`src/rtl/aes_gcm_issue_sequencer.sv`:
```
// AES-GCM front-end issue sequencer: emits INIT, AAD, PT and LEN beats
// into a stall-free pipeline, inserting NOP bubbles when upstream is idle.
module aes_gcm_issue_sequencer #(
    parameter int LEN_W = 32
) (
    input  logic             clk,
    input  logic             rst_n,
    input  logic             i_start,
    output logic             o_start_ready,
    input  logic [95:0]      i_iv,
    input  logic [LEN_W-1:0] i_aad_len,
    input  logic [LEN_W-1:0] i_pt_len,
    input  logic             i_blk_valid,
    input  logic [127:0]     i_blk_data,
    output logic             o_blk_ready,
    output logic [2:0]       o_phase,
    output logic [127:0]     o_h,
    output logic [127:0]     o_encrypted_j0,
    output logic [127:0]     o_encrypted_cb,
    output logic [127:0]     o_aad,
    output logic [127:0]     o_plain_text,
    output logic [127:0]     o_instance_size,
    output logic             o_busy,
    output logic             o_done
);

    localparam int CW = LEN_W - 3;

    localparam logic [1:0] S_IDLE = 2'd0;
    localparam logic [1:0] S_AAD  = 2'd1;
    localparam logic [1:0] S_PT   = 2'd2;
    localparam logic [1:0] S_LEN  = 2'd3;

    localparam logic [2:0] PH_NOP  = 3'd0;
    localparam logic [2:0] PH_INIT = 3'd1;
    localparam logic [2:0] PH_AAD  = 3'd2;
    localparam logic [2:0] PH_PT   = 3'd3;
    localparam logic [2:0] PH_LEN  = 3'd4;

    logic [1:0]    state;
    logic [CW-1:0] aad_left;
    logic [CW-1:0] pt_left;
    logic [127:0]  cb;
    logic [LEN_W:0] aad_ext;
    logic [LEN_W:0] pt_ext;
    logic [CW-1:0] n_aad;
    logic [CW-1:0] n_pt;
    logic          accept;

    // Round byte lengths up to whole 16-byte blocks without overflow.
    assign aad_ext = {1'b0, i_aad_len} + (LEN_W + 1)'(15);
    assign pt_ext  = {1'b0, i_pt_len} + (LEN_W + 1)'(15);
    assign n_aad   = aad_ext[LEN_W:4];
    assign n_pt    = pt_ext[LEN_W:4];

    assign o_start_ready = (state == S_IDLE);
    assign o_blk_ready   = (state == S_AAD) || (state == S_PT);
    assign accept        = i_blk_valid && o_blk_ready;
    assign o_h           = '0;

    always_ff @(posedge clk or negedge rst_n) begin
        if (!rst_n) begin
            state           <= S_IDLE;
            aad_left        <= '0;
            pt_left         <= '0;
            cb              <= '0;
            o_phase         <= PH_NOP;
            o_encrypted_j0  <= '0;
            o_encrypted_cb  <= '0;
            o_aad           <= '0;
            o_plain_text    <= '0;
            o_instance_size <= '0;
            o_busy          <= 1'b0;
            o_done          <= 1'b0;
        end else begin
            o_phase      <= PH_NOP;
            o_aad        <= '0;
            o_plain_text <= '0;
            o_done       <= 1'b0;
            unique case (state)
                S_IDLE: begin
                    o_busy <= 1'b0;
                    // The INIT beat is issued directly on start acceptance.
                    if (i_start) begin
                        o_busy          <= 1'b1;
                        o_phase         <= PH_INIT;
                        o_encrypted_j0  <= {i_iv, 32'h0000_0001};
                        o_encrypted_cb  <= {i_iv, 32'h0000_0002};
                        cb              <= {i_iv, 32'h0000_0002};
                        o_instance_size <= {64'(i_aad_len) << 3,
                                            64'(i_pt_len) << 3};
                        aad_left        <= n_aad;
                        pt_left         <= n_pt;
                        if (n_aad != '0)
                            state <= S_AAD;
                        else if (n_pt != '0)
                            state <= S_PT;
                        else
                            state <= S_LEN;
                    end
                end
                S_AAD: begin
                    if (accept) begin
                        o_phase  <= PH_AAD;
                        o_aad    <= i_blk_data;
                        aad_left <= aad_left - 1'b1;
                        if (aad_left == CW'(1))
                            state <= (pt_left != '0) ? S_PT : S_LEN;
                    end
                end
                S_PT: begin
                    if (accept) begin
                        o_phase        <= PH_PT;
                        o_plain_text   <= i_blk_data;
                        o_encrypted_cb <= cb;
                        cb             <= {cb[127:32], cb[31:0] + 32'd1};
                        pt_left        <= pt_left - 1'b1;
                        if (pt_left == CW'(1))
                            state <= S_LEN;
                    end
                end
                S_LEN: begin
                    o_phase <= PH_LEN;
                    o_done  <= 1'b1;
                    state   <= S_IDLE;
                end
                default: state <= S_IDLE;
            endcase
        end
    end

endmodule
```
`config.mk`:
```
export PLATFORM = sky130hd
export DESIGN_NAME = aes_gcm_issue_sequencer
export DESIGN_NICKNAME = d
export VERILOG_FILES = /design/src/rtl/aes_gcm_issue_sequencer.sv
export SDC_FILE = /design/constraint.sdc
export NUM_CORES = 1
export LEC_CHECK = 0
export ABC_AREA = 1
export CAP_MARGIN = 25
export CORE_AREA = 2 2 419 421
export CTS_CLUSTER_DIAMETER = 50
export DETAILED_ROUTE_END_ITERATION = 7
export DIE_AREA = 0 0 421 423
export DONT_BUFFER_PORTS = 1
export PLACE_DENSITY = 0.31
export SLEW_MARGIN = 15
export SYNTH_ARGS = -nofsm -noshare
export SYNTH_HDL_FRONTEND = slang
export SYNTH_SLANG_ARGS = --single-unit
```
`constraint.sdc`:
```
create_clock -name clk -period 6.39 [get_ports clk]
set_input_delay 1.278 -clock clk [delete_from_list [all_inputs] [get_ports clk]]
set_output_delay 1.278 -clock clk [all_outputs]
set_load 0.01 [all_outputs]
```
; ---- After elaboration in Yosys (flattened, before gate mapping)
; Index checks and enable logic that the tools add are counted.
; Widths: inputs -> output; s select.
[word_totals]
reg_bits = 738
inputBits = 292
output_inout_bits = 775
elab_cells = 71
[op_classes]
add_sub_neg = 5
n_eq_ne = 10
mux = 29
bitwise = 1
n_reduce_logical = 13
[op_table]
columns = operator, count
row1 = $mux 128, 5
row2 = $pmux 128 s2, 2
row3 = $mux 29, 4
row4 = $pmux 29 s2, 2
row5 = $reduce_bool 29->1, 3
row6 = $add 32x4->33 const B, 2
row7 = $eq 29x1->1 const B, 2
row8 = $sub 29x1->29 const B, 2
row9 = $add 32x1->32 const B, 1
row10 = $mux 32, 1
row11 = $mux 2, 8
row12 = $pmux 3 s4, 1
row13 = $reduce_and 3->1, 3
row14 = $pmux 2 s4, 1
row15 = $ne 2x2->1 const B, 3
row16 = $mux 1, 5
row17 = $reduce_and 5->1, 1
row18 = $eq 2x2->1 const B, 2
row19 = $ne 2x1->1 const B, 2
row20 = $reduce_bool 2->1, 2
row21 = $eq 2x1->1 const B, 1
row22 = $logic_not 2->1, 1
row23 = $reduce_and 2->1, 1
row24 = $logic_and 1x1->1, 1
row25 = other kinds (2), 2

; ---- Longest topological paths before layout
[logic_depth]
word_depth = 6
mapped_depth = 17
ltp_nobuf = 16

; ---- Worst setup path before layout
; OpenSTA, ideal clock, no wires.
[synth_path]
kind = input -> register
startpoint = input i_aad_len[1]
endpoint = register state[0]
setup_time_ps = 116
arrival_time_ps = 2457
required_ps = 6274
setup_slack_ps = 3816
path_stages = 15
path_buffers = 0
path_cell_list = nor2_1 nand2_1 nand2_1 nor2_2 nand2_1 nand2_1 nand2_1 nor2_1 nand2_1 nor2_1 nand2_1 nor2_1 nand2_1 nand2_1 nand2_1
[synth_via]
elab_chain_len = 5
[synth_rtl]
columns = element, line
row1 = from (decl), 11  ; input logic [LEN_W-1:0] i_aad_len,
row2 = $add 32x4->33, 51  ; assign aad_ext = {1'b0, i_aad_len} + (LEN_W + 1)'(15);
row3 = $reduce_bool 29->1, 94  ; if (n_aad != '0)
row4 = $mux 2, 94
row5 = $mux 2, 84  ; if (i_start) begin
row6 = $pmux 2 s4, 80  ; unique case (state)
row7 = to (signal assigned), 108  ; state <= (pt_left != '0) ? S_PT : S_LEN;
row8 = to (decl), 40  ; logic [1:0] state;
; Every way passes these cells. The select of a mux whose other input is x is not followed.
; A chain may end at the register's enable or synchronous reset.

; ---- Worst setup path in the final report
[layout_path]
startpoint = register state[0]
endpoint = register pt_left[0]
[layout_via]
elab_chain_len = 5
word_cells_on_any_way = 10
classes_between = 4 x eq/ne / 1 x mux / 5 x reduce/logical
[layout_rtl]
columns = element, line
row1 = $eq 2x1->1 / $eq 2x2->1 (equally long branches), "57, 80"
row2 = $logic_or 1x1->1, 57  ; assign o_blk_ready = (state == S_AAD) || (state == S_PT);
row3 = $logic_and 1x1->1, 58  ; assign accept = i_blk_valid && o_blk_ready;
row4 = $ne 2x2->1 (no source line), n/a
row5 = $reduce_and 3->1 (no source line), n/a
row6 = to (signal assigned), 93  ; pt_left <= n_pt;
row7 = to (signal assigned), 117  ; pt_left <= pt_left - 1'b1;
row8 = to (decl), 42  ; logic [CW-1:0] pt_left;
; Several ways; a longest one is shown, not always the timed one.

==> results.py <==
metrics = {
    "sta": {
        "relSlewSlack": 0.166,
        "finalCriticalPeriod_ps": 3510,
        "drv_slew": 0,
        "setup_viol": 0,
        "fin_skew_ps": 44.4,
        "hold_viol_final": 0,
        "fin_crit_sh": 0.550,
        "finalSetupTns_ps": 0,
        "max_freq_mhz": 285,
        "rsz0062_at_grt": "false",
        "worst_slew_pin_slew_ps": 1250,
    },
    "yosys": {
        "synth-xor-area-share": 0.0114,
        "synth_fa_ha_area_frac": 0.00348,
        "synth_edf_count": 0,
        "synth_cell_types": 45,
        "yosysTopAreaCell": "dfrtp_1",
        "synth_compound_area_frac": 0.0829,
        "netlist_top_cells_area": "dfrtp_1, nand2_1, nor2_1, buf_4, o21ai_0",
        "ys_async_sr_fraction": 1.00,
        "synth-simple-area-share": 0.224,
        "synth_top_family_by_area": "simple AND/OR/NAND/NOR gates",
        "yosysSeqAreaShare": 0.570,
        "synth_seq_cells": 737,
        "ys.flop_type": "dfrtp_1",
        "synthesis.area_um2": 32300,
        "syn_inst": 3773,
        "yosysWarnings": 0,
        "synth.top_cell.area_share": 0.570,
        "avgSynthCellArea_um2": 8.57,
        "synthMuxAreaShare": 0,
        "yosysMostFrequentCell": "nand2_1",
        "ys_top_cells_by_count": "nand2_1, dfrtp_1, nor2_1, inv_1, o21ai_0",
    },
    "die": {
        "die_width_um": 421,
        "initial_core_util": 0.187,
        "dieArea_um2": 178000,
        "num_rows": 153,
        "die_h_um": 423,
        "ioPinCount": 1067,
        "core_um2": 173000,
    },
    "cts": {
        "htree_levels": 3,
        "cts_resized": 0,
        "cts_tree": "yes",
        "cts_hold_buffers": 0,
        "numCtsBuffers": 117,
        "insertion_delay_ps": 740,
        "root_buffer": "clkbuf_16",
        "postCtsSetupRepairBufs": 0,
        "clk_pin_slew_worst_paths_ps": 50,
        "clk_path_buf_depth": 3,
        "clock-sinks": 737,
    },
    "pwr": {
        "seq_power_share": 0.399,
        "p_leak_uw": 0.0188,
        "p_switching_uw": 3350,
        "p_per_area_nw_per_um2": 328,
        "ir_drop_uv": 192,
        "internal_power_uw": 9230,
        "p_comb_frac": 0.053,
        "swShare": 0.266,
        "clockPowerShare": 0.548,
        "finalPower_uw": 12600,
    },
    "finish": {
        "diodes": 0,
        "syn_to_final_growth_pct": 18.8,
        "num-nets-final": 4057,
        "drive_gt1_frac": 0.0711,
    },
    "routing": {
        "vias_per_cell": 3.91,
        "dr.pass1.iters": 5,
        "first_iter_violations": 1611,
        "ant_nets": 0,
        "num_vias": 24200,
        "drc": 0,
        "routed_wl_um": 121000,
        "routedWlPerCell_um": 19.6,
    },
    "grt": {
        "grt_max_degree": 738,
        "grt.busiest_layer": "met2",
        "grtUsageTotal": 0.133,
        "grt_pass1_vias": 25000,
        "grtUsageMet2": 0.231,
        "antenna_found_initial": 3,
        "grt_pass1_wl_um": 179000,
        "grt_overflow_total": 0,
        "met1_usage": 0.143,
        "gr-usage-met3": 0.0505,
    },
    "setup_path": {
        "startpoint": "state[0]",
        "worstSetupPathType": "flip-flop to flip-flop",
        "worst_ep_required_time_ps": 7010,
        "crit_fanout": 50,
        "reg2reg_from": "state[0]",
        "worstPathArrival_ps": 4130,
        "end_kind": "flip-flop",
        "startpoint_type": "flip-flop",
    },
    "job": {
        "maxCapViolations": 0,
    },
    "hold_path": {
        "worstHoldPathType": "input port to asynchronous set/reset pin",
    },
    "run_status": {
        "status": "finished, final reports clean",
    },
    "placement": {
        "gp_congestion": 0.827,
        "hpwl_um": 83800,
        "io_buffers": 0,
    },
}
## power by group through the flow
stage	combinational (µW)	clock, µW	sequential [µW]
finish	663	6890	5020
detailed placement	587	0	5120
floorplan	538	0	5010
CTS	590	7130	5040
global placement	589	0	5120
global route	772	7350	5040
## cell families (layout without fill, tap and decap cells)
family	Yosys count	after routing
compound gates	458	458
xor+xnor	42	42
fa+ha+maj	9	9
buf+inv	698	559
flops	737	737
other cells	1	223
simple gates	1828	1828
## placed cells by master, fill, tap and decap left out, types with 18 or more instances in the layout
| master | instances |
|---|---|
| o21ai_0 | 245 |
| o31ai_1 | 102 |
| nand4_1 | 20 |
| buf_4 | 18 |
| nor2_1 | 652 |
| conb_1 | 223 |
| xor2_1 | 35 |
| clkbuf_16 | 117 |
| a21oi_1 | 56 |
| inv_1 | 306 |
| nand3_1 | 100 |
| nor3_1 | 25 |
| dfrtp_1 | 737 |
| nand2_1 | 985 |
## path summary, 6_finish.rpt
check | to | slack (ps) | cells past startpoint
min | o_plain_text[15] | 240 | 0
max | pt_left[0] | 2880 | 11
min in group clk | cb[31] | 470 | 1
max reg2reg | pt_left[0] | 2880 | 11
max in group asynchronous | o_encrypted_cb[33] | 4070 | 2
min reg2reg | cb[31] | 470 | 1
## layer usage
metal,vias up,part of all wire
li1,11400,-
met1,11700,0.37
met2,823,0.50
met3,180,0.089
met4,2,0.042
met5,-,0.00011
## final cells by class
class / count / area [µm²]
inverter: 314 / 1190
clock inverter: 76 / 1070
tap: 2325 / 2910
timing repair buffer: 26 / 325
clock buffer: 143 / 3200
multi-input combinational: 2560 / 11300
fill: 19100 / 135000
sequential: 737 / 18400
## state kept, by name, summed over array words and instances, names as in the netlist
| name | cells |
|---|---|
| aad_left | 29 |
| cb | 128 |
| o_aad | 128 |
| o_busy | 1 |
| o_done | 1 |
| o_encrypted_cb | 128 |
| o_encrypted_j0 | 97 |
| o_instance_size | 64 |
| o_phase | 2 |
| o_plain_text | 128 |
| pt_left | 29 |
| state | 2 |
## metrics by stage
stage	instances	hold WS, ps	area (µm²)	setup slack [ps]	util
final	6181	238	38400	2880	0.222
after global routing	6181	159	38400	2520	0.222
after CTS	6177	163	38300	2670	0.221
after detailed placement	5958	465	34000	2710	0.196
after global placement	5958	465	34000	2720	0.196
after floorplan	3995	434	33200	3820	-
## worst max-delay path: stages (launching register included)
cell and delay [ps]:
dfrtp_1 410, inv_1 130, ha_4 440, buf_4 540, nand2_4 470, nor2_2 230, buf_4 270, inv_1 300
buf_4 320, nand2_1 70, o21ai_0 60, o21ai_0 90
Power figures use the tool's default switching activity.
